==> src/rtl/btn_bit_pulse.sv <==
// btn_bit_pulse: conditions two raw push-buttons into a serial bit stream.
// Each button is synchronized and debounced; a two-state press/release FSM
// emits one bit_valid strobe per press (or one conflict strobe when both
// buttons are seen pressed together while idle).
module btn_bit_pulse #(
  parameter int SYNC_STAGES     = 2,      // 2..4 flops per synchronizer
  parameter int DEBOUNCE_CYCLES = 25000,  // stable cycles before deb_x flips
  parameter int CNT_W           = 15      // DEBOUNCE_CYCLES <= 2**CNT_W
) (
  input  logic clk_in,
  input  logic clear_n,
  input  logic inp_0,
  input  logic inp_1,
  output logic bit_valid,
  output logic bit_value,
  output logic conflict,
  output logic deb_0,
  output logic deb_1
);

  typedef enum logic {
    IDLE     = 1'b0,
    WAIT_REL = 1'b1
  } state_e;

  localparam logic [CNT_W-1:0] CNT_MAX = CNT_W'(DEBOUNCE_CYCLES - 1);

  // Channel 0 carries inp_0, channel 1 carries inp_1.
  logic [1:0]             raw;
  logic [SYNC_STAGES-1:0] sync_q [2];
  logic [1:0]             sync_out;

  logic [CNT_W-1:0] cnt_q [2];
  logic [CNT_W-1:0] cnt_d [2];
  logic [1:0]       deb_q;
  logic [1:0]       deb_d;

  state_e state_q, state_d;
  logic   bit_valid_q, bit_valid_d;
  logic   bit_value_q, bit_value_d;
  logic   conflict_q,  conflict_d;

  assign raw = {inp_1, inp_0};

  // Last synchronizer stage of each channel feeds its debouncer.
  always_comb begin
    for (int c = 0; c < 2; c++) begin
      sync_out[c] = sync_q[c][SYNC_STAGES-1];
    end
  end

  // Synchronizer chains: shift each raw input toward the last stage.
  always_ff @(posedge clk_in or negedge clear_n) begin
    if (!clear_n) begin
      for (int c = 0; c < 2; c++) begin
        sync_q[c] <= '0;
      end
    end else begin
      // NOTE: non-blocking assignments let every stage sample the previous
      // stage's old value, which is what makes this a shift chain.
      for (int c = 0; c < 2; c++) begin
        sync_q[c] <= {sync_q[c][SYNC_STAGES-2:0], raw[c]};
      end
    end
  end

  // Debounce next-state: count consecutive disagreeing cycles, flip on the last.
  always_comb begin
    for (int c = 0; c < 2; c++) begin
      // NOTE: defaults first so every path assigns every output; without
      // them a missed branch would infer a latch.
      cnt_d[c] = '0;
      deb_d[c] = deb_q[c];
      if (sync_out[c] != deb_q[c]) begin
        if (cnt_q[c] == CNT_MAX) begin
          deb_d[c] = sync_out[c];
        end else begin
          cnt_d[c] = cnt_q[c] + 1'b1;
        end
      end
    end
  end

  // Debounce state registers.
  always_ff @(posedge clk_in or negedge clear_n) begin
    if (!clear_n) begin
      for (int c = 0; c < 2; c++) begin
        cnt_q[c] <= '0;
      end
      deb_q <= '0;
    end else begin
      for (int c = 0; c < 2; c++) begin
        cnt_q[c] <= cnt_d[c];
      end
      deb_q <= deb_d;
    end
  end

  // Press/release FSM next-state and registered-output next values.
  always_comb begin
    state_d     = state_q;
    bit_valid_d = 1'b0;
    conflict_d  = 1'b0;
    bit_value_d = bit_value_q;
    unique case (state_q)
      IDLE: begin
        if (deb_q[0] && deb_q[1]) begin
          conflict_d = 1'b1;
          state_d    = WAIT_REL;
        end else if (deb_q[0]) begin
          bit_valid_d = 1'b1;
          bit_value_d = 1'b0;
          state_d     = WAIT_REL;
        end else if (deb_q[1]) begin
          bit_valid_d = 1'b1;
          bit_value_d = 1'b1;
          state_d     = WAIT_REL;
        end
      end
      WAIT_REL: begin
        // A second button pressed while the first is held is ignored here.
        if (!deb_q[0] && !deb_q[1]) begin
          state_d = IDLE;
        end
      end
      default: state_d = IDLE;
    endcase
  end

  // FSM state and output registers; reset mid-press aborts with no strobe.
  always_ff @(posedge clk_in or negedge clear_n) begin
    if (!clear_n) begin
      state_q     <= IDLE;
      bit_valid_q <= 1'b0;
      bit_value_q <= 1'b0;
      conflict_q  <= 1'b0;
    end else begin
      state_q     <= state_d;
      bit_valid_q <= bit_valid_d;
      bit_value_q <= bit_value_d;
      conflict_q  <= conflict_d;
    end
  end

  assign bit_valid = bit_valid_q;
  assign bit_value = bit_value_q;
  assign conflict  = conflict_q;
  assign deb_0     = deb_q[0];
  assign deb_1     = deb_q[1];

endmodule

==> config.mk <==
export PLATFORM = sky130hd
export DESIGN_NAME = btn_bit_pulse
export DESIGN_NICKNAME = d
export VERILOG_FILES = /design/src/rtl/btn_bit_pulse.sv
export SDC_FILE = /design/constraint.sdc
export NUM_CORES = 1
export LEC_CHECK = 0
export CAP_MARGIN = 20
export CORE_MARGIN = 10
export CORE_UTILIZATION = 55
export CTS_BUF_LIST = sky130_fd_sc_hd__clkbuf_2
export DETAILED_ROUTE_END_ITERATION = 10
export PLACE_DENSITY = 0.71
export SLEW_MARGIN = 20
export SYNTH_ARGS = -nofsm -noshare
export SYNTH_HDL_FRONTEND = slang
export SYNTH_SLANG_ARGS = --single-unit
==> constraint.sdc <==
create_clock -name clk_in -period 6 [get_ports clk_in]
set_clock_uncertainty 0.2 [all_clocks]
set_input_delay 1.2 -clock clk_in [delete_from_list [all_inputs] [get_ports clk_in]]
set_output_delay 1.2 -clock clk_in [all_outputs]
set_load 0.02 [all_outputs]
After elaboration in Yosys (flattened, before gate mapping)
Index checks and enable logic that the tools add are counted.
- bits in latches: 0
- ROM bits: 0
- RAM bits: 0
- flip-flop bits (word level): 40
- bits of input ports: 4
- memories kept: 0
- muxes and demuxes: 15
- bitwise operators: 2
- reductions and logical operators: 8
- shift-type cells: 0
- multipliers: 0
- eq/ne operators: 4
- divide/modulo/power cells: 0
- magnitude comparators: 0
- add/sub/neg operators: 2
- operators by type and width (kind ; count):
    15-bit 2-to-1 mux ; 4
    15-bit by 1-bit adder with 15-bit output (second input constant) ; 2
    15-bit equality test (second input constant) ; 2
    1-bit 2-to-1 mux ; 10
    2-bit AND reduction ; 2
    3-bit AND reduction ; 1
    1-bit logical AND ; 2
    1-bit zero test ; 2
    1-bit inequality test ; 2
    1-bit NOT ; 2
    1-bit case mux with 2 select lines ; 1
    2-bit nonzero test ; 1

Depth between registers and ports, before layout
Gate-level depths: netlist (run 1).
- word-level depth: 4
- gate-level depth with buffers: 6

Worst setup path after synthesis (run 1)
No wires, ideal clock.
- path kind: flip-flop to flip-flop
- start: register cnt_q[26] (netlist bit)
- end: register deb_q[0]
- buffers on the path: 0
- cell stages (with the launch flop): 4
- slack: 3956 ps
- data arrival time: 1719 ps
- library setup time: 125 ps
- clock period less this slack: 2044 ps
- cell sequence: dfrtp_1 or4b_1 or4_4 mux2_4
- longest elaborated chain between the ends: 2
- RTL lines (item ; line ; text):
    from (decl) ; 33 ; logic [CNT_W-1:0] cnt_q [2];
    from (signal, indexed assignment) ; 93 ; cnt_q[c] <= cnt_d[c];
    15-bit equality test ; 75 ; if (cnt_q[c] == CNT_MAX) begin
    2-bit AND reduction (no source line) ; -- ;
    to (signal assigned) ; 90 ; deb_q <= '0;
    to (signal assigned) ; 95 ; deb_q <= deb_d;
    to (decl) ; 35 ; logic [1:0] deb_q;
No other way between the ends.
A chain may end at the register's enable or synchronous reset.

Worst setup path in the final report (run 1)
- start: register deb_q[0]
- end: output deb_0
- RTL lines (item ; line ; text):
    to (decl) ; 17 ; output logic deb_0,
No word-level cell between the ends.

==> summary.txt, run 1 <==
Hold path
  • Hold Crit Class: flop to flop
  • Hold Crit Start: sync_q[0]
  • Hold Path Depth: 0
  • WHS Endpoint: sync_out[1]

Place
  • Placed Cells: about 220
  • Number of port buffers: 8
  • Routability-driven placement congestion ratio: between 0.8 and 0.9
  • DP Wirelength: 2.25 mm

Yosys
  • Post-synth cell types: 25
  • Synth warn: 0
  • Simple-gate share of the synthesized area: between 20% and 30%
  • Synthesized Nets: between 150 and 200
  • Post-synthesis sequential element count: 40
  • Mean Syn Cell Area: between 10 and 15 um2
  • XOR/XNOR Fraction of Synth Area: 13.3%
  • Ys flop type: dfrtp_1
  • Async S/R FF share, synth: 100%
  • Synth Area in Adders: roughly 3.4%
  • Post-Syn Area: between 1500 and 2000 um2
  • Synth Area in Compound Gates: 0.272%
  • Multiplexer area fraction after synthesis: roughly 1.4%
  • Synthesized instance count: ~180
  • Register area share after synthesis: between 50% and 60%
  • Dominant combinational cell family by area after synthesis: simple AND/OR/NAND/NOR gates
  • Post-synth EDFFs: 0

Pwr
  • Worst VDD drop: ~0.12 mV
  • Gate power share: 4.0%
  • Seq pwr share: 69.2%
  • P_sw: just under 0.0001 W
  • Sw frac: between 20% and 30%
  • Clock group share of total power: 26.8%
  • LEAKAGE: between 0.8 and 0.9 nW
  • Power per cell area: between 200 and 250 nW/um2
  • Internal power: a little over 0.0003 W

Clocking
  • Clk pin slew, worst setup/hold paths: roughly 170 ps
  • CTS tree: yes
  • Num CTS Buffers: 5
  • Post-CTS setup buffer count: 0
  • Clk_lat worst skew: roughly 380 ps
  • Root buffer cell: clkbuf_2
  • Worst-case clock buffer depth: 2
  • CTS H-tree depth: 2
  • Cts-stage hold buffer count: 0
  • CTS resizes: 0
  • Clk sinks: 40

Layout
  • Most common cell after layout, fill and taps aside: dfrtp_1
  • Final nets: just under 200
  • Util after Layout: a little under two thirds
  • Commonest cells after routing, fill and taps aside: dfrtp_1 (40), nor2_1 (34), xnor2_1 (21)
  • Finished Layout Cells: between 200 and 250
  • Fill count: between 200 and 300
  • Area grow syn2layout: 7.74%
  • Layout cells sized above 1: under 10%
  • ANT cells: 0

STA
  • RSZ-0062 raised after global routing: no
  • Max Clock Freq: 344 MHz
  • Minimum clock period: 2910 ps
  • Fin. Hold Viols: 0
  • Final setup vio count: 0
  • Slew @ Worst Pin: 861 ps
  • Normalized max-slew margin: a little over two fifths
  • Slew Viols, Final: 0
  • Post-route setup TNS: 0 ps
  • Tcrit/Tclk final: 48.5%

Critical path
  • Critical path class: flop to output port
  • CP max-delay cell: clkdlybuf4s50_1
  • Largest stage delay, worst path: around 650 ps
  • Crit. End Element: output port
  • Req. time, crit path: about 4600 ps
  • Reg2Reg Depth: 4
  • Critical Path AT: about 1500 ps
  • Worst path top cell family by delay: buffers and inverters
  • Crit-path cells: clkdlybuf4s50_1
  • Reg2Reg Capture Point: cnt_q[22]
  • Reg2Reg Setup Slack: 3850 ps
  • Cell depth of the worst setup path: 1
  • Max FO, Critical Path: 6
  • Crit path launch type: flop
  • Buf/Inv on CP: 1
  • Worst R2R Start: cnt_q[26]

Routing
  • Via-to-Cell Ratio: 5.35
  • DRC errors left: 0
  • Routed Wire Length: 3.11 mm
  • Routed vias: 1,237
  • DRT iter0 DRCs: 57
  • Final ANT Viol Nets: 0
  • DR WL/cell: between 10 and 15 um
  • Initial DRT Pass Iterations: 4

Floorplanning
  • Row cnt: 20
  • DIE AREA: between 6000 and 7000 um2
  • IO Count: 9
  • Die H: a little under 80 um
  • Die width: 77.9 um
  • Initial Util: approximately 60%
  • Core Region: around 3100 um2

Flow run
  • Max-Cap Viols: 0

GRT
  • Largest net degree at the start of global routing: slightly above 40
  • Initial antenna violation count: 0
  • Global-route wire length before repair: 5.64 mm
  • Aggregate global routing overflow: 0
  • Vias in the first global route: 1,294
  • Overall routing resource usage: 11.3%

Status
  • Outcome: complete, no violations
-- per-layer routing --
| metal | up-vias | GRT usage (%) | wire [um] |
|---|---|---|---|
| li1 | 610 | - | - |
| met1 | 600 | 11.8 | 1290 |
| met2 | 21 | 19.7 | 1640 |
| met3 | 6 | 4.15 | 119 |
| met4 | 0 | 5.47 | 53 |
| met5 | - | 0 | 0 |
-- synthesized netlist by cell type (3+ instances only) --
cell / instances / share of area [%]
and3_1: 4 / 1.4
clkbuf_1: 4 / 0.81
dfrtp_1: 40 / 54
ha_1: 5 / 3.4
inv_1: 7 / 1.4
nand2_1: 6 / 1.2
nand3_1: 10 / 2.7
nand4_1: 9 / 3.1
nor2_1: 34 / 6.9
nor2b_1: 3 / 1.0
nor3_1: 9 / 2.4
nor4_1: 4 / 1.4
xnor2_1: 21 / 10
xor2_1: 7 / 3.3
-- worst reg2reg max path, stage by stage, from the launching register on --
cell     delay [ps]
dfrtp_1         450
or4b_1          530
or4_4           560
nand2_2         240
nor2_1           90
-- through the flow --
stage	area (um2)	power, W	setup slack, ps	hold WS, ps
after floorplan	1840	0.000292	3960	131
after global placement	1950	0.000299	3540	134
after detailed placement	1950	0.000300	3520	136
after CTS	1980	0.000411	3060	174
after global routing	1980	0.000426	3020	194
final	1980	0.000403	3090	170
-- area by class of cell --
| class | instances | area, um2 | area share [%] |
|---|---|---|---|
| timing repair buffer | 8 | 75.1 | 3.78 |
| sequential | 40 | 1000 | 50.4 |
| clock buffer | 5 | 25.0 | 1.26 |
| multi-input combinational | 124 | 788 | 39.7 |
| clock inverter | 3 | 13.8 | 0.694 |
| tap | 44 | 55.1 | 2.77 |
| inverter | 7 | 26.3 | 1.32 |
-- power groups by stage --
stage	Combinational (W)	Clock, W	Sequential [W]
finish	0.0000160	0.000108	0.000279
global route	0.0000185	0.000128	0.000280
CTS	0.0000164	0.000115	0.000279
detailed placement	0.0000164	0	0.000284
global placement	0.0000160	0	0.000283
floorplan	0.0000102	0	0.000282
-- state kept, by name (all words and copies together) (netlist names) --
signal	count
deb_q	2
bit_valid	1
state_q	1
cnt_q	30
sync_out	2
conflict	1
sync_q	2
bit_value	1
-- worst max-delay path by stage --
stage	slack (ps)	startpoint	end
floorplan	3960	cnt_q[26]	deb_q[0]
global placement	3540	deb_q[0]	deb_0
detailed placement	3520	deb_q[0]	deb_0
CTS	3060	deb_q[0]	deb_0
global route	3020	deb_q[0]	deb_0
finish	3090	deb_q[0]	deb_0
-- logic make-up (layout without fill, tap and decap cells) --
logic type / after synthesis / count (layout)
fa+ha+maj: 5 / 5
flops: 40 / 40
simple gates: 88 / 88
mux: 2 / 2
buf+inv: 12 / 23
compound gates: 1 / 1
xor+xnor: 28 / 28
Note: power is estimated with default switching activity, not from simulation.
==> inputs of run 2 (changes only) <==
--- a/config.mk
+++ b/config.mk
@@ -10,7 +10,7 @@
 export CORE_UTILIZATION = 55
 export CTS_BUF_LIST = sky130_fd_sc_hd__clkbuf_2
 export DETAILED_ROUTE_END_ITERATION = 10
-export PLACE_DENSITY = 0.71
+export PLACE_DENSITY = 0.74
 export SLEW_MARGIN = 20
 export SYNTH_ARGS = -nofsm -noshare
 export SYNTH_HDL_FRONTEND = slang
==> constraint.sdc (replaced) <==
create_clock -name clk_in -period 2.55 [get_ports clk_in]
set_clock_uncertainty 0.2 [all_clocks]
set_input_delay 0.51 -clock clk_in [delete_from_list [all_inputs] [get_ports clk_in]]
set_output_delay 0.51 -clock clk_in [all_outputs]
set_load 0.02 [all_outputs]
==> run 2 against run 1 <==
  * Worst hold slack gained 0.54 ps
  * Via count shrank 2.0%
  * Utilization grew 0.20 points
  * Combinational power grew 140%
  * Setup slack lost 2800 ps
  * Highest routed layer unchanged
==> summary.txt, run 2 (synthesis gave the netlist of run 1 again) <==
Critical path
  • Critical path class: flop to output port
  • Reg2Reg Depth: 4 (unchanged)
  • Buf/Inv on CP: 1 (unchanged)
  • Max FO, Critical Path: 6 (unchanged)
  • Req. time, crit path: 1840 ps (-2760 ps)
  • Reg2Reg Capture Point: cnt_q[20]
  • Crit path launch type: flop
  • CP max-delay cell: clkdlybuf4s50_1
  • Reg2Reg Setup Slack: 410 ps (-3440 ps)
  • Crit. End Element: output port
  • Crit-path cells: clkdlybuf4s50_1
  • Critical Path AT: 1530 ps (+20 ps)
  • Largest stage delay, worst path: 660 ps (about the same)
  • Worst path top cell family by delay: buffers and inverters
  • Worst R2R Start: cnt_q[26]

Floorplanning
  • Die H: 77.9 um (unchanged)
  • Initial Util: 58.9% (unchanged)
  • Die width: 77.9 um (unchanged)
  • IO Count: 9 (unchanged)
  • Row cnt: 20 (unchanged)
  • Core Region: 3130 um2 (unchanged)
  • DIE AREA: 6060 um2 (unchanged)

Layout
  • Layout cells sized above 1: 6.42% (unchanged)
  • Most common cell after layout, fill and taps aside: dfrtp_1
  • Final nets: 196 (+0.51%)
  • Area grow syn2layout: 8.08%
  • Commonest cells after routing, fill and taps aside: dfrtp_1 (40), nor2_1 (34), xnor2_1 (21)
  • ANT cells: 0 (unchanged)
  • Max reg flops: 30 (unchanged)
  • Cell area after layout: 1990 um2 (+0.32%)
  • Largest Register: cnt_q

GRT
  • Global-route wire length before repair: 5.28 mm (-6.4%)
  • Aggregate global routing overflow: 0 (unchanged)
  • GRT met2 Usage: 17.8% (-1.9 points)
  • Overall routing resource usage: 10.9% (-0.44 points)
  • Initial antenna violation count: 0 (unchanged)
  • GR peak layer: met2
  • Met3 Use GR: 4.38% (+0.23 points)
  • Vias in the first global route: 1,174 (-9.3%)
  • Largest net degree at the start of global routing: 41 (unchanged)
  • Met1 Usage GRT: 11.8% (-0.020 points)

Place
  • Number of port buffers: 8 (unchanged)
  • DP Wirelength: 2.14 mm (-5.1%)
  • Placed inst area: 1950 um2 (unchanged)
  • Routability-driven placement congestion ratio: 0.838 (+0.95%)

STA
  • Max Clock Freq: 446 MHz
  • Minimum clock period: ~2200 ps
  • Slew @ Worst Pin: 848 ps (-12.7 ps)
  • Normalized max-slew margin: 43.4% (+0.84 points)
  • RSZ-0062 raised after global routing: no
  • Tcrit/Tclk final: roughly 88%
  • Final setup vio count: 0 (unchanged)
  • Post-route setup TNS: 0 ps (unchanged)
  • Fin. Hold Viols: 0 (unchanged)
  • Slew Viols, Final: 0 (unchanged)
  • Worst hold margin: 171 ps (+0.543 ps)

Routing
  • DRT iter0 DRCs: 49 (-14%)
  • Routed Wire Length: 3.05 mm (-1.8%)
  • Final ANT Viol Nets: 0 (unchanged)
  • DRC errors left: 0 (unchanged)
  • Routed vias: 1,212 (-2.0%)
  • DR WL/cell: 13.2 um (-1.8%)
  • Via-to-Cell Ratio: 5.25 (-2.0%)
  • Initial DRT Pass Iterations: 4 (unchanged)

Hold path
  • WHS Endpoint: sync_out[1]
  • Hold Crit Class: flop to flop
  • Hold Path Depth: 0 (unchanged)
  • Hold Crit Start: sync_q[0]

Clocking
  • CTS resizes: 0 (unchanged)
  • Clk pin slew, worst setup/hold paths: 160 ps (about the same)
  • CTS tree: yes
  • Clk sinks: 40 (unchanged)
  • Root buffer cell: clkbuf_2
  • Num CTS Buffers: 5 (unchanged)
  • Cts-stage hold buffer count: 1 (+1)
  • Worst-case clock buffer depth: 2 (unchanged)
  • Clk_lat worst skew: 400 ps (+20 ps)
  • Post-CTS setup buffer count: 0 (unchanged)
  • CTS H-tree depth: 2 (unchanged)

Pwr
  • Seq pwr share: 68.7% (-0.5 points)
  • Power per cell area: 480 nW/um2 (+140%)
  • Total power: 0.000956 W (+140%)
  • Internal power: 0.000724 W (+140%)
  • Clock group share of total power: 27.3% (+0.5 points)
  • P_sw: 0.000232 W (+140%)
  • Sw frac: 24.2% (+0.068 points)
  • Worst VDD drop: 0.436 mV (+250%)
  • LEAKAGE: 0.839 nW (+0.34%)
  • Gate power share: 4.0% (about the same)

Flow run
  • Max-Cap Viols: 0 (unchanged)

Status
  • Outcome: complete, no violations
## run 2: changes by cell type in the layout (fill, tap and decap cells not counted), sizes merged
cell | previous run | this run
clkinv | 3 | 1
clkbuf | 5 | 6
dlygate4sd3 | 0 | 1
## run 2: area by class of cell
cell class	count	area, um2
well taps	44	55.1
clock inverters	1	5.00
fillers	264	1140
clock buffers	6	30.0
repair buffers	9	85.1
multi-input cells	124	788
inverters	7	26.3
flip-flops and latches	40	1000
## run 2: power by group through the flow
stage                     logic (W)  clock network [W]  registers, W
after floorplan           0.0000241                  0      0.000663
after global placement    0.0000375                  0      0.000667
after detailed placement  0.0000387                  0      0.000668
after CTS                 0.0000398           0.000279      0.000657
after global routing      0.0000461           0.000303      0.000658
final                     0.0000382           0.000261      0.000656
## run 2: worst max path at each step
stage	startpoint	end	slack, ps	cells past startpoint
5_1_grt	deb_q[0]	deb_0	200	1
3_3_place_gp	cnt_q[26]	cnt_q[23]	480	4
2_1_floorplan	cnt_q[26]	deb_q[0]	510	3
3_5_place_dp	cnt_q[26]	cnt_q[20]	430	4
4_1_cts	deb_q[0]	deb_0	250	1
6_report	deb_q[0]	deb_0	310	1
## run 2: metrics by stage
stage / worst slack (ps) / utilization (%) / std cells
floorplan: 506 / - / 176
global placement: 481 / 62.2 / 223
detailed placement: 430 / 62.2 / 223
CTS: 252 / 63.6 / 231
global route: 198 / 63.6 / 231
finish: 307 / 63.6 / 231
## run 2: per-layer routing
metal	vias to the layer above	share of wire (%)
met5	-	0
met4	0	2.1
li1	612	-
met1	575	45
met3	6	3.5
met2	19	49
